## config.mk

```make
export PLATFORM = sky130hd
export DESIGN_NAME = hiscore_ram_arbiter
export DESIGN_NICKNAME = d
export VERILOG_FILES = /design/src/rtl/hiscore_ram_arbiter.sv
export SDC_FILE = /design/constraint.sdc
export NUM_CORES = 1
export LEC_CHECK = 0
export CELL_PAD_IN_SITES_DETAIL_PLACEMENT = 1
export CELL_PAD_IN_SITES_GLOBAL_PLACEMENT = 1
export CORE_ASPECT_RATIO = 1.2
export CORE_UTILIZATION = 33
export DETAILED_ROUTE_END_ITERATION = 10
export GPL_ROUTABILITY_DRIVEN = 0
export GPL_TIMING_DRIVEN = 0
export PLACE_DENSITY_LB_ADDON = 0.1
export SETUP_SLACK_MARGIN = 0.5
export SKIP_LAST_GASP = 1
export SYNTH_ARGS = -nofsm -noshare
export SYNTH_HDL_FRONTEND = slang
export SYNTH_SLANG_ARGS = --single-unit
```

## constraint.sdc

```tcl
create_clock -name clk_sys -period 1.7 [get_ports clk_sys]
set_input_delay 0.34 -clock clk_sys [delete_from_list [all_inputs] [get_ports clk_sys]]
set_output_delay 0.34 -clock clk_sys [all_outputs]
set_load 0.01 [all_outputs]
```

## src/rtl/hiscore_ram_arbiter.sv

```systemverilog
// ---------------------------------------------------------------------------
// hiscore_ram_arbiter
//
// Purpose:
//   Arbitrates one shared work RAM between the CPU and the hiscore engine.
//   The CPU owns the RAM by default. When the hiscore engine signals intent
//   (read or write), the arbiter asks the CPU to pause, waits for its
//   acknowledge and then hands the RAM over. When intent drops, the arbiter
//   waits out the RAM read latency before returning the RAM to the CPU, so
//   in-flight hiscore reads still land in hs_data_out.
//
// Ports:
//   clk_sys         system clock, all state changes on its rising edge
//   reset           asynchronous active-high reset (deassert synchronised)
//   cpu_addr/dout/we  CPU side of the RAM bus; cpu_din returns RAM data
//   cpu_pause_req   high whenever the CPU does not own the RAM
//   cpu_paused      CPU acknowledge that it is halted at a safe boundary
//   hs_address/data_in/write  hiscore side of the RAM bus
//   hs_access_read/write      hiscore intent to use the RAM
//   hs_data_out     hiscore read data, captured RD_LAT cycles after each
//                   hiscore-owned cycle and held otherwise
//   hs_grant        high while the hiscore engine owns the RAM
//   ram_addr/wdata/we/rdata   shared RAM port
//
// Parameters:
//   RD_LAT  RAM read latency in clk_sys cycles (1..3)
//   AW      address bus width
// ---------------------------------------------------------------------------
module hiscore_ram_arbiter #(
    parameter int RD_LAT = 1,
    parameter int AW     = 16
) (
    input  logic          clk_sys,
    input  logic          reset,

    input  logic [AW-1:0] cpu_addr,
    input  logic [7:0]    cpu_dout,
    input  logic          cpu_we,
    output logic [7:0]    cpu_din,
    output logic          cpu_pause_req,
    input  logic          cpu_paused,

    input  logic [AW-1:0] hs_address,
    input  logic [7:0]    hs_data_in,
    input  logic          hs_write,
    input  logic          hs_access_read,
    input  logic          hs_access_write,
    output logic [7:0]    hs_data_out,
    output logic          hs_grant,

    output logic [AW-1:0] ram_addr,
    output logic [7:0]    ram_wdata,
    output logic          ram_we,
    input  logic [7:0]    ram_rdata
);

    typedef enum logic [1:0] {
        ST_CPU     = 2'd0,
        ST_DRAIN   = 2'd1,
        ST_HS      = 2'd2,
        ST_RELEASE = 2'd3
    } state_t;

    // Last cycle index of RELEASE: RELEASE lasts exactly RD_LAT cycles.
    localparam logic [1:0] REL_LAST = 2'(RD_LAT - 1);

    // -----------------------------------------------------------------------
    // Reset synchroniser: assertion is immediate, deassertion takes two
    // clk_sys edges so no state flop sees reset release near a clock edge.
    // -----------------------------------------------------------------------
    logic [1:0] rst_sync_reg;
    logic       rst_int;

    always_ff @(posedge clk_sys or posedge reset) begin
        if (reset) begin
            rst_sync_reg <= 2'b11;
        end else begin
            rst_sync_reg <= {rst_sync_reg[0], 1'b0};
        end
    end

    assign rst_int = rst_sync_reg[1];

    // -----------------------------------------------------------------------
    // State and datapath registers
    // -----------------------------------------------------------------------
    state_t              state_reg, state_next;
    logic [1:0]          rel_cnt_reg, rel_cnt_next;
    logic [AW-1:0]       last_cpu_addr_reg;
    logic [AW-1:0]       last_hs_addr_reg;
    logic [RD_LAT-1:0]   vld_reg, vld_next;
    logic [7:0]          hs_data_out_reg;
    logic                intent;

    assign intent = hs_access_read | hs_access_write;

    always_ff @(posedge clk_sys or posedge rst_int) begin
        if (rst_int) begin
            state_reg   <= ST_CPU;
            rel_cnt_reg <= 2'd0;
        end else begin
            state_reg   <= state_next;
            rel_cnt_reg <= rel_cnt_next;
        end
    end

    // Addresses held on the bus while nobody owns the RAM, so the RAM sees
    // a stable address across the handover.
    always_ff @(posedge clk_sys or posedge rst_int) begin
        if (rst_int) begin
            last_cpu_addr_reg <= '0;
            last_hs_addr_reg  <= '0;
        end else begin
            if (state_reg == ST_CPU) begin
                last_cpu_addr_reg <= cpu_addr;
            end
            if (state_reg == ST_HS) begin
                last_hs_addr_reg <= hs_address;
            end
        end
    end

    // -----------------------------------------------------------------------
    // Read-valid pipeline: a token enters for every hiscore-owned cycle and
    // emerges RD_LAT cycles later, exactly when that cycle's read data is on
    // ram_rdata.
    // -----------------------------------------------------------------------
    generate
        for (genvar gi = 0; gi < RD_LAT; gi++) begin : g_vld
            if (gi == 0) begin : g_head
                assign vld_next[gi] = (state_reg == ST_HS);
            end else begin : g_tail
                assign vld_next[gi] = vld_reg[gi-1];
            end
        end
    endgenerate

    always_ff @(posedge clk_sys or posedge rst_int) begin
        if (rst_int) begin
            vld_reg         <= '0;
            hs_data_out_reg <= 8'h00;
        end else begin
            vld_reg <= vld_next;
            if (vld_reg[RD_LAT-1]) begin
                hs_data_out_reg <= ram_rdata;
            end
        end
    end

    assign hs_data_out = hs_data_out_reg;
    assign cpu_din     = ram_rdata;

    // -----------------------------------------------------------------------
    // Next-state and output logic
    // -----------------------------------------------------------------------
    always_comb begin
        state_next    = state_reg;
        rel_cnt_next  = rel_cnt_reg;
        cpu_pause_req = 1'b1;
        hs_grant      = 1'b0;
        ram_addr      = cpu_addr;
        ram_wdata     = cpu_dout;
        ram_we        = cpu_we;

        case (state_reg)
            ST_CPU: begin
                cpu_pause_req = 1'b0;
                if (intent) begin
                    state_next = ST_DRAIN;
                end
            end

            ST_DRAIN: begin
                // Nobody writes while the CPU finishes its current access.
                ram_addr  = last_cpu_addr_reg;
                ram_wdata = 8'h00;
                ram_we    = 1'b0;
                // Intent withdrawn before the CPU acknowledged: abort.
                if (!intent) begin
                    state_next = ST_CPU;
                end else if (cpu_paused) begin
                    state_next = ST_HS;
                end
            end

            ST_HS: begin
                hs_grant  = 1'b1;
                ram_addr  = hs_address;
                ram_wdata = hs_data_in;
                ram_we    = hs_write & hs_access_write;
                // Losing cpu_paused here is ignored: the request stays high
                // and the hiscore engine keeps the RAM until it lets go.
                if (!intent) begin
                    state_next   = ST_RELEASE;
                    rel_cnt_next = 2'd0;
                end
            end

            ST_RELEASE: begin
                ram_addr  = last_hs_addr_reg;
                ram_wdata = 8'h00;
                ram_we    = 1'b0;
                // Always pass through CPU, even if intent is back, so the
                // CPU gets at least one cycle between hiscore sessions.
                if (rel_cnt_reg == REL_LAST) begin
                    state_next = ST_CPU;
                end else begin
                    rel_cnt_next = rel_cnt_reg + 2'd1;
                end
            end

            default: begin
                state_next = ST_CPU;
            end
        endcase
    end

endmodule
```

==> summary.txt <==
vias in the first global route: 2233
min Tclk post-route: 2.04 ns
starting density of the core: 0.341
Worst VDD drop: 1.05 mV
Comb pwr share: 0.678
ratio of final minimum period to clock period: 1.20
Post-Place Setup Slack: -0.390 ns
crit path max fanout: 5
Top Ports: 106
Nets: 380
Die ar.: 0.00783 mm^2
Reg clk slew, reported paths: 0.10 ns
RSZ-0062 raised after global routing: yes
Area Growth Syn to Fin: 90.1%
Max Buffers Root-to-Sink: 2
failing checks: negative setup slack
max-cap violation count: 0
power share of the clock group: 0.112
total power: 9230 uW
Clock Skew: 0.0115 ns
Unique masters post-synth: 25
antenna violations before repair: 0
routed wire length: 7980 um
Clock Latency Late Sink: 0.32 ns
Post-Syn Instances: 167
GRT Total Usage: 0.198
Rel. slew slack: 0.340
Pre-Repair DR Iteration Count: 3
required time of the critical path: 1.36 ns
Post-synth ARST share: 1.00
Placed Instance Area: 0.00386 mm^2
layout cells sized above 1: 0.628
Int Pwr: 6260 uW
endpoints failing setup: 47
WL per Instance: 19.6 um
TritonCTS Buffers: 5
DRC viols: 0
Sw Share: 0.321
Critical Path AT: 1.70 ns
H-Tree Depth: 2
Worst Setup End Kind: output port
diode count: 0
Routed Antenna Nets: 0
Avg Inst Size Synth: 14.8 um^2
mux cell area share after synthesis: 0.378
Rows: 34
synthesized-area fraction occupied by adder cells: 0.00507
P_sw: 2960 uW
Hold WS: 0.334 ns
warning count from the yosys run: 0
leakage power: 0.00204 uW
Max Clock Freq: 0.491 GHz
final hold vios: 0
input/output buffers: 105
CP Class: reg2out
Pwr Density: 1970 mW/mm^2
cell area after synthesis: 0.00247 mm^2
hold buffers post-CTS: 0
Worst-Margin Slew: 0.988 ns
complex-gate fraction of the synthesized area: 0.0264
dpl hpwl: 4630 um
Vias: 1969
Std-Cell Core Area: 0.00723 mm^2
Die Wd: 80.9 um
Post-synth EDFFs: 0
clock sinks: 47
Slew Viols, Final: 0
synthesized net count: 231
status: complete, but fails checks
first-pass GRT wire length: 11600 um
DR vias/cell: 4.84
Reg power frac: 0.210
setup tns final: -6.50 ns
worst setup margin: -0.337 ns
Design Area, Final: 0.00469 mm^2
grt ovf: 0
Simple-Gate Fraction of Synth Area: 0.0380
kind of start point of the critical path: flop
root buf cell: clkbuf_8
Tightest Hold Check Type: in2async
Primary FF master, synth: dfrtp_1
Die H: 96.7 um
Post-Synth XOR/XNOR Area: 0
Iteration-0 DRC Markers: 58
CTS tree: done
register area share after synthesis: 0.478
register bit total from synthesis: 47
largest family of logic cells by synthesized area: multiplexers
largest net degree at the start of global routing: 46
synthesized netlist by cell type (3+ instances only):
cell / n / area (um^2)
buf_2: 4 / 20.0
buf_4: 9 / 67.6
buf_6: 6 / 67.6
dfrtp_1: 45 / 1130
inv_1: 6 / 22.5
mux2_2: 33 / 372
mux2_4: 8 / 120
mux2i_1: 8 / 80.1
mux4_2: 16 / 360
nor2_1: 10 / 37.5
o21ai_0: 3 / 15.0
power groups by stage:
stage                     sequential [uW]  combinational [uW]  clock, uW
after CTS                            1920                5480       1040
after global placement               1910                4420          0
final                                1940                6260       1030
after global routing                 2000                6610       1070
after floorplan                      1910                2860          0
after detailed placement             1940                4460          0
timing repair:
action / CTS / global route
pin swaps: 1 / 13
endpoints found under the hold margin: 0 / 0
gates cloned: 4 / 0
endpoints found under the setup margin: 82 / 73
buffers inserted: 23 / 10
resized for setup: 232 / 61
cells by family (layout without fill, tap and decap cells):
logic type	after synthesis	count (layout)
muxes	65	65
DFF	47	47
buffers and inverters	26	176
and+or+nand+nor	18	18
AOI/OAI and AO/OA	9	9
adders and majority gates	1	1
other	1	1
cells in the final DEF, fill, tap and decap left out, types with 2 or more instances in the layout:
cell type	synthesis	layout
inv_1	6	4
buf_2	4	16
dfrtp_1	45	45
dlygate4sd2_1	0	5
mux2_2	33	8
bufinv_16	0	2
clkdlybuf4s15_1	0	3
mux2_4	8	33
buf_8	0	3
nand2b_4	0	2
buf_12	0	14
nor2_4	1	9
mux4_2	16	16
clkbuf_8	0	5
dfstp_2	2	2
o21ai_2	0	2
buf_4	9	19
mux2i_4	0	8
buf_16	0	3
a22o_1	2	2
clkdlybuf4s50_1	0	53
buf_6	6	43
nand2_1	2	2
per-stage QoR:
step / util / std cells
floorplan: - / 167
global placement: 0.534 / 362
detailed placement: 0.534 / 362
CTS: 0.606 / 397
global route: 0.648 / 407
finish: 0.648 / 407
path summary, 6_finish.rpt:
path	to	from	cells after the start	slack, ns
worst max-delay path	ram_addr[6]	state_reg[0]	5	-0.34
worst min-delay path	rst_sync_reg[1]	reset	2	0.33
worst max register to register	last_cpu_addr_reg[10]	state_reg[0]	9	-0.08
worst min register to register	rst_sync_reg[1]	rst_sync_reg[0]	0	0.36
max in group asynchronous	rel_cnt_reg[1]	rst_sync_reg[1]	1	0.69
min in group clk_sys	rst_sync_reg[1]	rst_sync_reg[0]	0	0.36
critical path, cell delays in order (launching register included):
cell	delay (ns)
dfrtp_1	0.36
buf_6	0.15
buf_12	0.11
buf_16	0.11
mux4_2	0.49
buf_2	0.16
layer usage:
layer | global-route usage | vias to the layer above | wire length, um
met5 | 0 | - | 0
met4 | 0.0549 | 0 | 134
met3 | 0.0396 | 10 | 393
met2 | 0.347 | 59 | 4360
met1 | 0.242 | 1005 | 3100
li1 | - | 895 | -
layout make-up:
cell class              count  area, um^2
plain buffers              20         263
clock buffers               5        68.8
flip-flops and latches     47        1180
clock inverters             3        71.3
well taps                  90         113
multi-input cells          94        1460
repair buffers            142        1510
fillers                   688        2540
inverters                   6        28.8
No activity file was read; power rests on OpenSTA's default activity.
